--- src/rtl/core_pkg.sv ---
`default_nettype none
// ============================================================================
// Module      : core_pkg
// Description : Shared core types: data width and the unified memory
//               arbiter's state and owner encodings.
// Revision    : 1.0 - initial release
// ============================================================================
package core_pkg;

    localparam int DATA_WIDTH = 32;

    typedef enum logic [1:0] {
        ARB_IDLE = 2'd0,
        ARB_REQ  = 2'd1,
        ARB_RESP = 2'd2
    } arb_state_e;

    typedef enum logic [1:0] {
        OWN_NONE  = 2'd0,
        OWN_INSTR = 2'd1,
        OWN_DATA  = 2'd2
    } arb_owner_e;

endpackage
`default_nettype wire

--- src/rtl/unified_mem_arbiter.sv ---
`default_nettype none
// ============================================================================
// Module      : unified_mem_arbiter
// Description : Shares one single-port memory between instruction fetch and
//               load/store. Data has priority, but fetch is forced in after
//               MAX_DATA_BURST back-to-back data grants. A single transaction
//               is outstanding at a time; flush squashes fetch responses.
// Revision    : 1.0 - initial release
// ============================================================================
module unified_mem_arbiter
    import core_pkg::*;
#(
    parameter int ADDR_WIDTH     = 32,
    parameter int MAX_DATA_BURST = 4
) (
    input  logic                  clk,
    input  logic                  rst_n,
    // instruction fetch port
    input  logic                  imem_req_i,
    input  logic [ADDR_WIDTH-1:0] imem_addr_i,
    output logic                  imem_gnt_o,
    output logic                  imem_rvalid_o,
    output logic [DATA_WIDTH-1:0] imem_rdata_o,
    // load/store port
    input  logic                  dmem_req_i,
    input  logic                  dmem_we_i,
    input  logic [3:0]            dmem_be_i,
    input  logic [ADDR_WIDTH-1:0] dmem_addr_i,
    input  logic [DATA_WIDTH-1:0] dmem_wdata_i,
    output logic                  dmem_gnt_o,
    output logic                  dmem_rvalid_o,
    output logic [DATA_WIDTH-1:0] dmem_rdata_o,
    // memory port
    output logic                  mem_req_o,
    output logic                  mem_we_o,
    output logic [3:0]            mem_be_o,
    output logic [ADDR_WIDTH-1:0] mem_addr_o,
    output logic [DATA_WIDTH-1:0] mem_wdata_o,
    input  logic                  mem_gnt_i,
    input  logic                  mem_rvalid_i,
    input  logic [DATA_WIDTH-1:0] mem_rdata_i,
    // pipeline flush
    input  logic                  flush_i
);

    localparam int                 c_cnt_w     = $clog2(MAX_DATA_BURST + 1);
    localparam logic [c_cnt_w-1:0] c_burst_max = c_cnt_w'(MAX_DATA_BURST);

    arb_state_e            r_state;
    arb_owner_e            r_owner;
    logic [c_cnt_w-1:0]    r_burst_cnt;
    logic                  r_squash;
    logic [ADDR_WIDTH-1:0] r_addr;
    logic                  r_we;
    logic [3:0]            r_be;
    logic [DATA_WIDTH-1:0] r_wdata;

    logic w_idle;
    logic w_imem_elig;
    logic w_burst_full;
    logic w_pick_data;
    logic w_pick_instr;
    logic w_gnt_data;
    logic w_gnt_instr;
    logic w_resp;

    // A flushed fetch is not a candidate; fetch wins only once data has had its full burst.
    assign w_idle       = (r_state == ARB_IDLE);
    assign w_imem_elig  = imem_req_i & ~flush_i;
    assign w_burst_full = (r_burst_cnt == c_burst_max);
    assign w_pick_data  = dmem_req_i & ~(w_imem_elig & w_burst_full);
    assign w_pick_instr = w_imem_elig & ~w_pick_data;
    // Grants are gated by rst_n so nothing is accepted while reset is held.
    assign w_gnt_data   = w_idle & rst_n & w_pick_data;
    assign w_gnt_instr  = w_idle & rst_n & w_pick_instr;
    assign w_resp       = (r_state == ARB_RESP) & mem_rvalid_i;

    // Sequence each transaction and capture the winning requester's fields.
    always_ff @(posedge clk or negedge rst_n) begin
        if (!rst_n) begin
            r_state <= ARB_IDLE;
            r_owner <= OWN_NONE;
            r_addr  <= '0;
            r_we    <= 1'b0;
            r_be    <= 4'h0;
            r_wdata <= '0;
        end else begin
            case (r_state)
                ARB_IDLE: begin
                    if (w_gnt_data) begin
                        r_state <= ARB_REQ;
                        r_owner <= OWN_DATA;
                        r_addr  <= dmem_addr_i;
                        r_we    <= dmem_we_i;
                        r_be    <= dmem_be_i;
                        r_wdata <= dmem_wdata_i;
                    end else if (w_gnt_instr) begin
                        r_state <= ARB_REQ;
                        r_owner <= OWN_INSTR;
                        r_addr  <= imem_addr_i;
                        r_we    <= 1'b0;
                        r_be    <= 4'hF;
                        r_wdata <= '0;
                    end
                end
                ARB_REQ: begin
                    if (mem_gnt_i) begin
                        r_state <= ARB_RESP;
                    end
                end
                ARB_RESP: begin
                    if (mem_rvalid_i) begin
                        r_state <= ARB_IDLE;
                        r_owner <= OWN_NONE;
                    end
                end
                default: begin
                    r_state <= ARB_IDLE;
                    r_owner <= OWN_NONE;
                end
            endcase
        end
    end

    // Count data grants that made a waiting fetch stand aside, saturating at the limit.
    always_ff @(posedge clk or negedge rst_n) begin
        if (!rst_n) begin
            r_burst_cnt <= '0;
        end else if (w_gnt_instr) begin
            r_burst_cnt <= '0;
        end else if (w_gnt_data) begin
            if (!imem_req_i) begin
                r_burst_cnt <= '0;
            end else if (!w_burst_full) begin
                r_burst_cnt <= r_burst_cnt + 1'b1;
            end
        end
    end

    // Remember a flush seen during an in-flight fetch so its response is dropped.
    always_ff @(posedge clk or negedge rst_n) begin
        if (!rst_n) begin
            r_squash <= 1'b0;
        end else if (w_resp) begin
            r_squash <= 1'b0;
        end else if ((r_owner == OWN_INSTR) && !w_idle && flush_i) begin
            r_squash <= 1'b1;
        end
    end

    assign imem_gnt_o    = w_gnt_instr;
    assign dmem_gnt_o    = w_gnt_data;

    assign mem_req_o     = (r_state == ARB_REQ);
    assign mem_we_o      = r_we;
    assign mem_be_o      = r_be;
    assign mem_addr_o    = r_addr;
    assign mem_wdata_o   = r_wdata;

    // A flush in the response cycle itself also kills the fetch response.
    assign imem_rvalid_o = w_resp & (r_owner == OWN_INSTR) & ~r_squash & ~flush_i;
    assign dmem_rvalid_o = w_resp & (r_owner == OWN_DATA);
    assign imem_rdata_o  = imem_rvalid_o ? mem_rdata_i : '0;
    assign dmem_rdata_o  = dmem_rvalid_o ? mem_rdata_i : '0;

endmodule
`default_nettype wire
--- config.mk ---
export PLATFORM = sky130hd
export DESIGN_NAME = unified_mem_arbiter
export DESIGN_NICKNAME = d
export VERILOG_FILES = /design/src/rtl/core_pkg.sv /design/src/rtl/unified_mem_arbiter.sv
export SDC_FILE = /design/constraint.sdc
export NUM_CORES = 1
export LEC_CHECK = 0
export CAP_MARGIN = 10
export CORE_UTILIZATION = 32
export DETAILED_ROUTE_END_ITERATION = 6
export HOLD_SLACK_MARGIN = 0.15
export PLACE_DENSITY = 0.78
export SYNTH_ARGS = -nofsm -noshare
export SYNTH_HDL_FRONTEND = slang
export SYNTH_SLANG_ARGS = --single-unit
export TNS_END_PERCENT = 10
--- constraint.sdc ---
create_clock -name clk -period 1.6 [get_ports clk]
set_input_delay 0.16 -clock clk [delete_from_list [all_inputs] [get_ports clk]]
set_output_delay 0.16 -clock clk [all_outputs]
set_load 0.03 [all_outputs]
==> results of run 1 <==
## area by class of cell
class                      instances  area, um2  area share, %
multi-input combinational        272       1860           24.6
inverter                           7       31.3          0.415
clock inverter                     6       52.6          0.697
timing repair buffer             315       3260           43.2
sequential                        77       1930           25.6
tap                              143        179           2.37
clock buffer                      10        239           3.17
## sequential cells by signal (all words and copies together) (netlist names)
| register | count |
|---|---|
| mem_addr_o | 32 |
| mem_be_o | 4 |
| mem_wdata_o | 32 |
| mem_we_o | 1 |
| r_burst_cnt | 3 |
| r_owner | 2 |
| r_squash | 1 |
| r_state | 2 |
## repair_timing
item	CTS	global route
pin swaps	1	20
cloned	0	1
gates resized for setup	71	15
hold buffers	1	0
setup buffers	0	3
setup endpoints to repair	111	142
endpoints found under the hold margin	2	0
## metrics by stage
stage	utilization [%]	instance area, um2	setup slack (ns)	instances	total power (uW)
2_1_floorplan	-	3980	-0.0458	396	6420
3_3_place_gp	59.6	6890	-0.179	809	9090
3_5_place_dp	59.6	6890	-0.238	809	9200
4_1_cts	64.4	7450	-0.357	826	11300
5_1_grt	65.2	7540	-0.472	830	11900
6_report	65.2	7540	-0.428	830	11300
## synthesized netlist by cell type
master,number,area share [%]
dfrtp_1,77,50
a22oi_1,1,0.19
and2_1,64,10
and3_1,1,0.16
nand2_1,2,0.19
nor3_1,33,4.3
nor3b_2,1,0.32
buf_2,8,1.0
a21oi_1,4,0.52
a31oi_1,32,5.2
or3b_1,1,0.23
buf_6,3,0.88
a21boi_0,1,0.19
nand3_1,32,4.2
nand4_1,1,0.16
nand2b_1,7,1.1
mux2_2,1,0.29
nand3b_1,2,0.39
nor4_2,1,0.32
inv_1,6,0.58
o21ai_0,35,4.5
and4b_1,1,0.26
nor2b_1,1,0.16
clkbuf_1,29,2.8
o221ai_1,1,0.23
nor3b_1,1,0.19
o211ai_1,2,0.39
o311ai_0,1,0.23
nand4bb_1,1,0.29
nor2_1,2,0.19
or2_1,1,0.16
o21ai_2,1,0.23
a22o_1,34,7.7
inv_2,1,0.097
ha_1,2,0.65
o22a_1,5,1.1
## power by group
group | internal (uW) | leakage [uW] | switching (uW) | total (uW)
registers | 2840 | 0.000926 | 557 | 3390
clock network | 1120 | 0.000138 | 864 | 1980
logic | 2700 | 0.00215 | 3240 | 5930
## final timing paths
path / endpoint / slack [ns] / startpoint / depth (start not counted)
setup / recovery: imem_gnt_o / -0.43 / r_state[0] / 5
hold / removal: mem_wdata_o[11] / 0.15 / rst_n / 2
setup reg to reg: mem_wdata_o[22] / -0.05 / r_state[0] / 6
hold reg to reg: mem_wdata_o[14] / 0.50 / mem_wdata_o[14] / 1
max in group asynchronous: mem_addr_o[27] / 0.84 / rst_n / 2
min in group clk: r_owner[1] / 0.32 / rst_n / 4
## critical path: cells and delay by family (launching register included)
family                 cells  cell delay (ns)
and+or+nand+nor            2             0.64
buffers and inverters      3             0.51
DFF                        1             0.38
## cell families (layout without fill, tap and decap cells)
group           after synthesis  count (layout)  synth area share (%)
flops                        77              77                  50.0
fa+ha+maj                     2               2                 0.649
compound gates              117             117                  20.6
simple gates                152             152                  23.0
buf+inv                      47             338                  5.42
mux                           1               1                 0.292
## routing by layer
metal,vias up,wire [um],track usage [%]
met1,2093,5820,27.2
met2,247,7990,43.5
met3,22,1070,5.01
met5,-,0,0
li1,2005,-,-
met4,0,327,9.10
==> summary.txt, run 1 <==
Timing
  • Final Hold Fails: 0
  • Tcrit/Tclk final: 127%
  • Hold slack: ~0.15 ns
  • Endpoints failing setup: 103
  • Worst slew margin: a little over a third
  • Worst Slack Setup Final: -0.428 ns
  • Post-Route Skew: 0.0104 ns
  • Slew @ Worst Pin: 0.958 ns
  • Post-layout min period: 2.03 ns
  • RSZ-0062 raised after global routing: yes
  • Setup TNS: -21.13 ns
  • Slew Limit Fails: 0
  • Max Freq: 493 MHz

Drt
  • Remaining antenna violation count: 0
  • DRC Markers: 20
  • Wire per inst: 18.3 um
  • DRT iter0 DRCs: 252
  • Final WL: about 15 mm
  • DRT Pass-1 Iters: 7
  • Routed vias/inst: 5.26
  • Vias: roughly 4400

Floorplanning
  • Die height: about 110 um
  • Die ar.: 12500 um2
  • Die width: 112 um
  • Core area: between 10000 and 15000 um2
  • Row count: 39
  • Initial Util: approximately a third
  • I/O Pins: 278

Final layout
  • Commonest non-fill, non-tap cell in the layout: clkdlybuf4s50_1
  • Synth-to-layout area growth: 95.8%
  • N_diodes: 0
  • Layout fillers: 880
  • # nets final: about 800
  • Layout cells sized above 1: 28.4%
  • Most frequent cells in the layout: clkdlybuf4s50_1, dfrtp_1, buf_6

Synthesis
  • Mapped cell area: between 3000 and 4000 um2
  • Yosys cell types: 36
  • YS warnings: 0
  • Synthesized instance count: ~400
  • Seq/Total Area, Yosys: 50.0%
  • Yosys reg bits: 77
  • Syn_nets: between 500 and 600
  • Avg Inst Size Synth: 9.73 um2

GRT
  • Initial antenna violation count: 0
  • Largest net degree at the start of global routing: 76
  • GR Overflow Total: 0
  • Total track usage: 23.9%
  • First-pass GRT wire length: 23.6 mm
  • Vias in the first global route: roughly 4700

Worst setup path
  • Crit-path max cell delay: 0.46 ns
  • Crit-path cells: buf_4 -> or3b_1 -> buf_12 -> nor3_4 -> buf_12
  • CP Max Fanout: 33
  • Critical-path top delay cell: or3b_1
  • Critical path arrival: about 1.9 ns
  • Crit end category: output pin
  • Cell mode on critical path: buf_12
  • Worst setup SP type: register
  • Kind of critical path: register to output pin
  • Critical Path RT: 1.44 ns

Place
  • GPL Wtd Cong: around 0.85
  • Port-buffer cells: around 280
  • DP Wirelength: 10.8 mm

Power and ir drop
  • Worst vdd rail ir drop: 1.36 mV
  • Lkg Pwr: 0.00321 uW
  • Power Dens Cells: between 1000 and 1500 nW/um2

Clock tree
  • TritonCTS clock tree: yes
  • CTS Buf Count: 9
  • Worst-Skew Late Latency: roughly 0.33 ns
  • Worst-path clk slew: 0.06 ns
  • Root buffer cell: clkbuf_16
  • Clock Sinks: just under 80
  • H-tree depth: 3
  • CTS max path bufs: 2

Worst hold path
  • Hold WC Path Type: input port to async pin

Run status
  • Failing checks: design-rule violations, negative setup slack
  • Status: finished, violations left

Run
  • Max Cap Viol: 0
No activity file was read; power rests on OpenSTA's default activity.
==> run 2: changes to the inputs <==
--- a/config.mk
+++ b/config.mk
@@ -5,11 +5,10 @@
 export SDC_FILE = /design/constraint.sdc
 export NUM_CORES = 1
 export LEC_CHECK = 0
-export CAP_MARGIN = 10
-export CORE_UTILIZATION = 32
+export CORE_UTILIZATION = 30
 export DETAILED_ROUTE_END_ITERATION = 6
 export HOLD_SLACK_MARGIN = 0.15
-export PLACE_DENSITY = 0.78
+export PLACE_DENSITY = 0.74
 export SYNTH_ARGS = -nofsm -noshare
 export SYNTH_HDL_FRONTEND = slang
 export SYNTH_SLANG_ARGS = --single-unit
==> run 2 against run 1 <==
Compared with the run above:
- the run ends with negative setup slack left
- clock-buffer cell count decreased by 1
- power increased by 0.74%
- combinational power about the same
- worst setup slack improved by 0.053 ns
- clock power increased by 5%
- sequential power about the same
- core utilization decreased by 4.9 points
- critical path depth unchanged
- sequential share of layout area decreased by 0.11 points
- flip-flop and latch count unchanged
- critical path type unchanged
==> summary.txt, run 2 (synthesis gave the netlist of run 1 again) <==
Run
  • Max Cap Viol: 0

Drt
  • DRT iter0 DRCs: ~180
  • DRC Markers: 0
  • DRT Pass-1 Iters: 4
  • Wire per inst: 16.9 um
  • Remaining antenna violation count: 0
  • Routed vias/inst: 5.01
  • Vias: 4273
  • Final WL: between 10 and 15 mm

Final layout
  • # nets final: 818
  • Layout fillers: between 1000 and 1500
  • Layout cells sized above 1: between 20 and 30%
  • Finished Cell Area: 7580 um2
  • N_diodes: 0
  • Commonest non-fill, non-tap cell in the layout: clkdlybuf4s50_1
  • Core Util, Final: 60.3%
  • Synth-to-layout area growth: 96.8%
  • Most frequent cells in the layout: clkdlybuf4s50_1, dfrtp_1, buf_6
  • Post-route insts no fill: between 800 and 900

Floorplanning
  • Core area: ~13000 um2
  • Die width: 115 um
  • I/O Pins: 278
  • Die ar.: 13300 um2
  • Die height: 115 um
  • Initial Util: 30.7%
  • Row count: slightly above 40

GRT
  • Vias in the first global route: roughly 4200
  • GR Overflow Total: 0
  • First-pass GRT wire length: 22.0 mm
  • Total track usage: between 20% and 30%
  • Initial antenna violation count: 0
  • Largest net degree at the start of global routing: 40

Place
  • Post-Place Cells: 836
  • Port-buffer cells: 277
  • GPL Wtd Cong: 0.840
  • Placed Area: 6990 um2
  • DP Wirelength: 10.7 mm

Run status
  • Failing checks: negative setup slack
  • Status: finished, violations left

Timing
  • Max Freq: 506 MHz
  • Post-Route Skew: 0.00970 ns
  • Slew @ Worst Pin: 0.487 ns
  • Tcrit/Tclk final: 123%
  • Worst slew margin: 67.5%
  • RSZ-0062 raised after global routing: yes
  • Post-layout min period: 1.97 ns
  • Worst Slack Setup Final: -0.375 ns
  • Endpoints failing setup: 68
  • Slew Limit Fails: 0
  • Hold slack: 0.412 ns
  • Final Hold Fails: 0

Worst hold path
  • Hold Path End: mem_addr_o[1]
  • Hold Path Origin: imem_addr_i[1]
  • Hold WC Path Type: input port to register
  • Hold depth: 3

Worst setup path
  • Worst setup SP type: register
  • Kind of critical path: register to output pin
  • CP Max Fanout: 33
  • Reg-to-reg startpoint: r_state[0]
  • Crit end category: output pin
  • Capturing point of the worst reg2reg path: r_burst_cnt[0]
  • Worst reg2reg path depth: 5
  • FF-to-FF setup slack: 0.01 ns
  • Critical Path RT: 1.44 ns
  • Critical path arrival: 1.81 ns

Clock tree
  • Worst-path clk slew: about 0.060 ns
  • CTS max path bufs: 2
  • CTS Buf Count: 9
  • H-tree depth: 3
  • Setup repair bufs after CTS: 0
  • Worst-Skew Late Latency: 0.33 ns
  • Clock Sinks: a little under 80
  • TritonCTS clock tree: yes
  • Root buffer cell: clkbuf_16

Power and ir drop
  • Worst vdd rail ir drop: approximately 0.99 mV
  • Lkg Pwr: 0.00319 uW
  • Power Dens Cells: between 1500 and 2000 nW/um2
==> run 2: cell count changes in the layout (fill, tap and decap cells not counted), moves of 2 or more <==
cell,change
o21ai_1,-2
inv_2,+2
and2_4,-3
buf_4,-10
o21ai_0,+2
and2_2,+2
buf_12,+6
inv_1,-2
buf_8,-2
==> run 2: worst max-delay path by stage <==
stage,from,to,slack [ns],depth (start not counted)
after floorplan,r_state[0],imem_rdata_o[22],-0.05,5
after global placement,flush_i,r_owner[1],-0.18,5
after detailed placement,flush_i,imem_rdata_o[5],-0.18,6
after CTS,r_state[0],imem_rdata_o[5],-0.38,5
after global routing,r_state[0],imem_rdata_o[18],-0.46,5
final,r_state[0],imem_rdata_o[1],-0.37,5
==> run 2: what timing repair did <==
item	in CTS	in global routing
endpoints found under the setup margin	130	139
hold endpoints to repair	77	0
pin swaps	1	12
hold buffers	1	0
gates resized for setup	66	14
==> run 2: stage by stage <==
step	setup slack, ns	setup TNS, ns	power, uW
2_1_floorplan	-0.0458	-2.45	6420
3_3_place_gp	-0.177	-18.43	9130
3_5_place_dp	-0.176	-18.37	9240
4_1_cts	-0.375	-23.68	11400
5_1_grt	-0.458	-28.93	12000
6_report	-0.375	-22.04	11400
==> run 2: metal layers <==
| layer | track usage [%] | up-vias | share of wire, % |
|---|---|---|---|
| met5 | 0 | - | 0 |
| met4 | 6.06 | 0 | 1.2 |
| met3 | 4.80 | 11 | 6.8 |
| met2 | 39.1 | 201 | 52 |
| met1 | 24.9 | 2062 | 40 |
| li1 | - | 1999 | - |
==> run 2: worst max-delay path, cell delays in order (launching register included) <==
cell,delay [ns]
dfrtp_2,0.44
nand3b_1,0.24
nor4_4,0.29
buf_12,0.20
and2_1,0.17
buf_6,0.14
==> run 2: where the power goes <==
part / total, uW / switching [uW] / internal (uW)
Sequential: 3380 / 540 / 2840
Combinational: 5950 / 3220 / 2730
Clock: 2070 / 840 / 1230
Total: 11400 / 4600 / 6790
==> run 2: layout make-up <==
type                       count  area [um2]  share of cell area [%]
clock inverter                 7        80.1                    1.06
tap                          172         215                    2.84
timing repair buffer         309        3260                    43.0
sequential                    77        1930                    25.4
clock buffer                   9         225                    2.97
inverter                       7        28.8                   0.380
multi-input combinational    272        1850                    24.3
